<file path="src/rtl/smg_multi_display.sv">
// Multiplexed seven-segment display driver with brightness control and frame-synchronous updates.
// Latency: SmgData and ScanSig are registered and reflect the previous cycle's Idx/DivCnt. FrameDone is high for the cycle after each frame boundary.
// Backpressure: none. LoadEn is always accepted, and when several loads arrive in one frame the last one wins.
//
// Ports:
//   CLK, RST             rising-edge clock and synchronous active-high reset
//   LoadEn               one-cycle strobe that captures NumberSig/DotSig/BlankLead
//   NumberSig            hex nibbles, where nibble i is digit i and digit 0 is least significant
//   DotSig               decimal point per digit (1 = lit)
//   BlankLead            suppresses leading zeros when set
//   Bright               brightness 0..15, sampled live on every cycle
//   SmgData              segments {dp,g,f,e,d,c,b,a}; polarity is set by SEG_ACTIVE_LOW
//   ScanSig              one-hot digit select; polarity is set by SCAN_ACTIVE_LOW
//   FrameDone            one-cycle pulse at the end of each full scan frame
module smg_multi_display #(
   parameter int DIGITS          = 4,
   parameter int SCAN_DIV        = 50000,
   parameter bit SEG_ACTIVE_LOW  = 1'b1,
   parameter bit SCAN_ACTIVE_LOW = 1'b0
) (
   input  logic                  CLK,
   input  logic                  RST,
   input  logic                  LoadEn,
   input  logic [4*DIGITS-1:0]   NumberSig,
   input  logic [DIGITS-1:0]     DotSig,
   input  logic                  BlankLead,
   input  logic [3:0]            Bright,
   output logic [7:0]            SmgData,
   output logic [DIGITS-1:0]     ScanSig,
   output logic                  FrameDone
);

   localparam int DW        = $clog2(SCAN_DIV);
   localparam int SLICE_LEN = SCAN_DIV / 16;
   localparam int SW        = (SLICE_LEN > 1) ? $clog2(SLICE_LEN) : 1;
   localparam int IW        = (DIGITS > 1) ? $clog2(DIGITS) : 1;

   localparam logic [DW-1:0] DIV_MAX   = DW'(SCAN_DIV - 1);
   localparam logic [SW-1:0] SLICE_MAX = SW'(SLICE_LEN - 1);
   localparam logic [IW-1:0] IDX_MAX   = IW'(DIGITS - 1);

   // Everything one LoadEn captures, kept together so pending and display buffers match
   typedef struct packed {
      logic [4*DIGITS-1:0] num;
      logic [DIGITS-1:0]   dot;
      logic                blank;
   } dispRec_t;

   logic [DW-1:0]     DivCnt;
   logic [IW-1:0]     Idx;
   logic [SW-1:0]     sliceCnt;
   logic [3:0]        slice;
   dispRec_t          dispBuf;
   dispRec_t          pendBuf;
   dispRec_t          loadRec;
   logic              Pending;
   logic              frameEnd;
   logic              active;
   logic [7:0]        segReg;
   logic [DIGITS-1:0] scanReg;

   logic [DIGITS-1:0] blankVec;
   logic              zeroAbove;
   logic [3:0]        curNib;
   logic              curDot;
   logic              curBlank;

   function automatic logic [6:0] hexSeg(input logic [3:0] n);
      logic [6:0] s;
      case (n)
         4'h0: s = 7'h3F;
         4'h1: s = 7'h06;
         4'h2: s = 7'h5B;
         4'h3: s = 7'h4F;
         4'h4: s = 7'h66;
         4'h5: s = 7'h6D;
         4'h6: s = 7'h7D;
         4'h7: s = 7'h07;
         4'h8: s = 7'h7F;
         4'h9: s = 7'h6F;
         4'hA: s = 7'h77;
         4'hB: s = 7'h7C;
         4'hC: s = 7'h39;
         4'hD: s = 7'h5E;
         4'hE: s = 7'h79;
         default: s = 7'h71;
      endcase
      return s;
   endfunction

   assign loadRec  = '{num: NumberSig, dot: DotSig, blank: BlankLead};
   assign frameEnd = (Idx == IDX_MAX) && (DivCnt == DIV_MAX);
   // The first cycle of every slot stays dark so the previous digit's segments never ghost onto the next one
   assign active   = (slice <= Bright) && (DivCnt != '0);

   // Leading-zero mask: a digit is blank when it and every higher nibble are zero. Digit 0 is never blanked.
   always_comb begin
      blankVec  = '0;
      zeroAbove = 1'b1;
      for (int i = DIGITS - 1; i >= 0; i--) begin
         zeroAbove   = zeroAbove & (dispBuf.num[4*i +: 4] == 4'h0);
         blankVec[i] = dispBuf.blank && (i != 0) && zeroAbove;
      end
   end

   always_comb begin
      curNib   = 4'h0;
      curDot   = 1'b0;
      curBlank = 1'b0;
      for (int i = 0; i < DIGITS; i++) begin
         if (Idx == IW'(i)) begin
            curNib   = dispBuf.num[4*i +: 4];
            curDot   = dispBuf.dot[i];
            curBlank = blankVec[i];
         end
      end
   end

   // Slot, digit and sub-slice counters. The sub-slice counter wraps in step with DivCnt
   // because SCAN_DIV is exactly 16 sub-slices long.
   always_ff @(posedge CLK) begin
      if (RST) begin
         DivCnt   <= '0;
         Idx      <= '0;
         sliceCnt <= '0;
         slice    <= 4'd0;
      end else begin
         if (DivCnt == DIV_MAX) begin
            DivCnt <= '0;
            Idx    <= (Idx == IDX_MAX) ? '0 : Idx + 1'b1;
         end else begin
            DivCnt <= DivCnt + 1'b1;
         end
         if (sliceCnt == SLICE_MAX) begin
            sliceCnt <= '0;
            slice    <= slice + 4'd1;
         end else begin
            sliceCnt <= sliceCnt + 1'b1;
         end
      end
   end

   // Pending and display buffers. The display buffer changes only at a frame boundary.
   always_ff @(posedge CLK) begin
      if (RST) begin
         dispBuf <= '0;
         pendBuf <= '0;
         Pending <= 1'b0;
      end else if (frameEnd) begin
         if (LoadEn) begin
            dispBuf <= loadRec;
         end else if (Pending) begin
            dispBuf <= pendBuf;
         end
         Pending <= 1'b0;
      end else if (LoadEn) begin
         pendBuf <= loadRec;
         Pending <= 1'b1;
      end
   end

   // Output registers. Segments are forced off whenever no digit is selected.
   always_ff @(posedge CLK) begin
      if (RST) begin
         segReg    <= 8'h00;
         scanReg   <= '0;
         FrameDone <= 1'b0;
      end else begin
         FrameDone <= frameEnd;
         segReg    <= active ? {curDot, (curBlank ? 7'h00 : hexSeg(curNib))} : 8'h00;
         scanReg   <= active ? (DIGITS'(1) << Idx) : '0;
      end
   end

   assign SmgData = SEG_ACTIVE_LOW  ? ~segReg  : segReg;
   assign ScanSig = SCAN_ACTIVE_LOW ? ~scanReg : scanReg;

endmodule

</file>
<file path="config.mk">
export PLATFORM = sky130hd
export DESIGN_NAME = smg_multi_display
export DESIGN_NICKNAME = d
export VERILOG_FILES = /design/src/rtl/smg_multi_display.sv
export SDC_FILE = /design/constraint.sdc
export NUM_CORES = 1
export LEC_CHECK = 0
export CAP_MARGIN = 10
export CORE_ASPECT_RATIO = 0.9
export CORE_MARGIN = 3
export CORE_UTILIZATION = 64
export CTS_BUF_LIST = sky130_fd_sc_hd__clkbuf_4 sky130_fd_sc_hd__clkbuf_8
export DETAILED_ROUTE_END_ITERATION = 12
export PLACE_DENSITY = 0.93
export REMOVE_ABC_BUFFERS = 1
export SETUP_SLACK_MARGIN = 0.3
export SLEW_MARGIN = 25
export SYNTH_ARGS = -nofsm -noshare
export SYNTH_HDL_FRONTEND = slang
export SYNTH_SLANG_ARGS = --single-unit
</file>
<file path="constraint.sdc">
create_clock -name CLK -period 4.9 [get_ports CLK]
set_input_delay 0.49 -clock CLK [delete_from_list [all_inputs] [get_ports CLK]]
set_output_delay 0.49 -clock CLK [all_outputs]
set_load 0.03 [all_outputs]
</file>
==> flow_metrics.py <==
metrics = {
    "timing": {
        "layout_setup_ws_ns": 1.99,
        "setup_tns_ns": 0,
        "fmaxAchievable_mhz": 343,
        "slew_headroom_pct": 46.9,
        "setup_viol": 0,
        "post-route-period-util_pct": 59.5,
        "slew_viol_final": 0,
        "worstMarginPinSlew_ns": 0.796,
        "rsz0062_at_grt": "no",
        "hold_viol": 0,
        "layout_min_cycle_time_ns": 2.91,
        "clock_skew_ns": 0.00938,
    },
    "drt": {
        "routedWlPerCell_um": 14.9,
        "vias": 3308,
        "drcViolationCount": 0,
        "dr.first_iter.drc_count": 172,
        "vias_per_cell": 5.68,
        "wl_um": 8650,
        "ant_nets": 0,
        "dr.pass1.iters": 5,
    },
    "logic_synthesis": {
        "yosys.cell_count.top_type": "dfxtp_1",
        "yosysWarnings": 0,
        "syn_area_per_cell_um2": 9.40,
        "synth_top_family_by_area": "simple AND/OR/NAND/NOR gates",
        "synth.area.top_cells": "dfxtp_1 42%, mux2i_1 10%, nor2_1 7.7%, ha_1 5.8%, a211oi_2 5.5%",
        "ys_ff_latch": 90,
        "ys_types": 44,
        "synth_top_area_share_pct": 41.6,
        "synth-xor-area-share_pct": 5.66,
        "synth_cells": 461,
        "synthMuxAreaShare_pct": 10.4,
        "netlist_area_um2": 4330,
        "synth-compound-area-share_pct": 11.8,
        "yosys-top-cells-count": "90 x dfxtp_1, 89 x nor2_1, 45 x mux2i_1",
        "seq_area_frac_synth_pct": 41.6,
        "yosysTopAreaCell": "dfxtp_1",
        "synth_simple_gate_area_share_pct": 18.9,
        "synthAdderAreaFrac_pct": 5.78,
        "ys.flop_type": "dfxtp_1",
        "synth_edf_count": 0,
        "synth-async-reset-ratio_pct": 0,
    },
    "worst_setup_path": {
        "slowest_stage": "a221oi_1",
        "cp-start-kind": "register",
        "cp_data_arrival_time_ns": 3.19,
        "path_class": "register to register",
        "path_depth": 8,
        "end_kind": "register",
        "cp_cell_sequence": "ha_1, a211oi_1, a221oi_1, inv_1, ha_1, nor2_1, a21oi_1, a211oi_1",
        "path_max_fanout": 17,
        "critPathBufInv": 1,
        "worst_ep_required_time_ns": 5.17,
        "crit_family": "compound AO/OA/AOI/OAI gates",
        "max_stage_delay_ns": 0.72,
        "r2r_cells": 8,
    },
    "global_routing": {
        "grt_pass1_wl_um": 14800,
        "grt_pass1_vias": 3227,
        "grt_max_degree": 55,
        "overflow": 0,
        "grt_usage_pct": 23.4,
        "antenna_found_initial": 0,
    },
    "power": {
        "ir_worst_vdd_v": 0.000197,
        "leakage_nw": 1.90,
        "power_density_nw_per_um2": 288,
    },
    "clocking": {
        "clk_path_buf_depth": 2,
        "clk_pin_slew_ns": 0.08,
        "cts_sinks": 90,
        "htreeDepth": 3,
        "post_cts_buffers": 0,
        "cts.repair.resized": 0,
        "clockRootBuffer": "clkbuf_8",
        "holdBufCountCts": 0,
        "cts_tree": "yes",
        "cts_buffers": 9,
        "clock_latency_ns": 0.36,
    },
    "final_layout": {
        "nets": 538,
        "multi_input_area_um2": 2290,
        "fill_cells": 431,
        "stdcell_count": 582,
        "postLayoutCoreUtil_pct": 78.0,
        "seq_area_um2": 1800,
        "insertedDiodeCount": 0,
        "areaGrowthSynthToFinish_pct": 14.4,
        "final_layout_size_suffix_gt1_share_pct": 10.1,
    },
    "placed_design": {
        "dp_slack_ns": 2.06,
        "port_buffers": 40,
        "dp_cells": 566,
        "place_hpwl_um": 6190,
        "place_congestion": 0.870,
    },
    "floorplan": {
        "initial_core_util_pct": 68.2,
        "std_cell_rows": 27,
        "die_width_um": 92.7,
        "die_area_um2": 7790,
        "io_pins": 41,
        "fp.coreArea_um2": 6350,
        "die_h_um": 84.0,
    },
    "outcome": {
        "status": "finished clean",
    },
    "flow_run": {
        "cap_viol_max_count": 0,
    },
    "worst_hold_path": {
        "min_path_type": "register to register",
        "whs_path_depth": 1,
    },
}
## placed cells by master (no fill, tap or decap), types with 10 or more instances in the layout
master | synthesis | routed
xnor2_1 | 14 | 14
nand2_1 | 14 | 14
nand3_1 | 14 | 14
dfxtp_1 | 90 | 90
xor2_1 | 14 | 14
clkdlybuf4s50_1 | 0 | 39
a211oi_2 | 19 | 19
clkbuf_8 | 0 | 12
a211oi_1 | 10 | 10
nor2_1 | 89 | 89
nor3_1 | 10 | 10
mux2i_1 | 45 | 45
ha_1 | 20 | 20
inv_1 | 29 | 29
## area by class of cell
class                   count  share of cell area, %
clock buffers              13                   3.49
clock inverters             3                  0.935
inverters                  29                   2.20
multi-input cells         316                   46.2
flip-flops and latches     90                   36.4
well taps                  87                   2.20
repair buffers             44                   8.59
## power by group
group          switching [mW]  internal [mW]  total, mW
combinational          0.0702         0.0616      0.132
clock                   0.246          0.284      0.530
sequential             0.0118          0.752      0.764
## final timing paths
path | to | start | slack, ns
worst max-delay path | segReg[3] | Idx[1] | 1.99
worst min-delay path | sliceCnt[0] | sliceCnt[0] | 0.47
worst max register to register | segReg[3] | Idx[1] | 1.99
worst min register to register | sliceCnt[0] | sliceCnt[0] | 0.47
## logic make-up (layout without fill, tap and decap cells)
kind of cell / Yosys count / after routing
AOI/OAI and AO/OA: 54 / 54
xor gates and xnor gates: 28 / 28
adders and majority gates: 20 / 20
buffers and inverters: 55 / 89
DFF: 90 / 90
muxes: 45 / 45
and+or+nand+nor: 169 / 169
## flip-flops by register name, indices dropped and copies added, names as in the netlist
name       cells
DivCnt        16
FrameDone      1
Idx            2
Pending        1
ScanSig        4
dispBuf       21
pendBuf       21
segReg         8
slice          4
sliceCnt      12
## metal layers
metal | part of all wire (%) | vias up | GRT usage [%]
li1 | - | 1639 | -
met1 | 43 | 1554 | 28.6
met2 | 50 | 96 | 40.1
met3 | 5.5 | 19 | 6.40
met4 | 1.5 | 0 | 6.79
met5 | 0 | - | 0
## stage by stage
stage	power, mW	hold slack, ns	cell area (um2)
2_1_floorplan	0.848	0.430	4190
3_3_place_gp	0.905	0.445	4730
3_5_place_dp	0.913	0.458	4730
4_1_cts	1.43	0.476	4950
5_1_grt	1.48	0.489	4950
6_report	1.43	0.474	4950
Note: power is estimated with default switching activity, not from simulation.
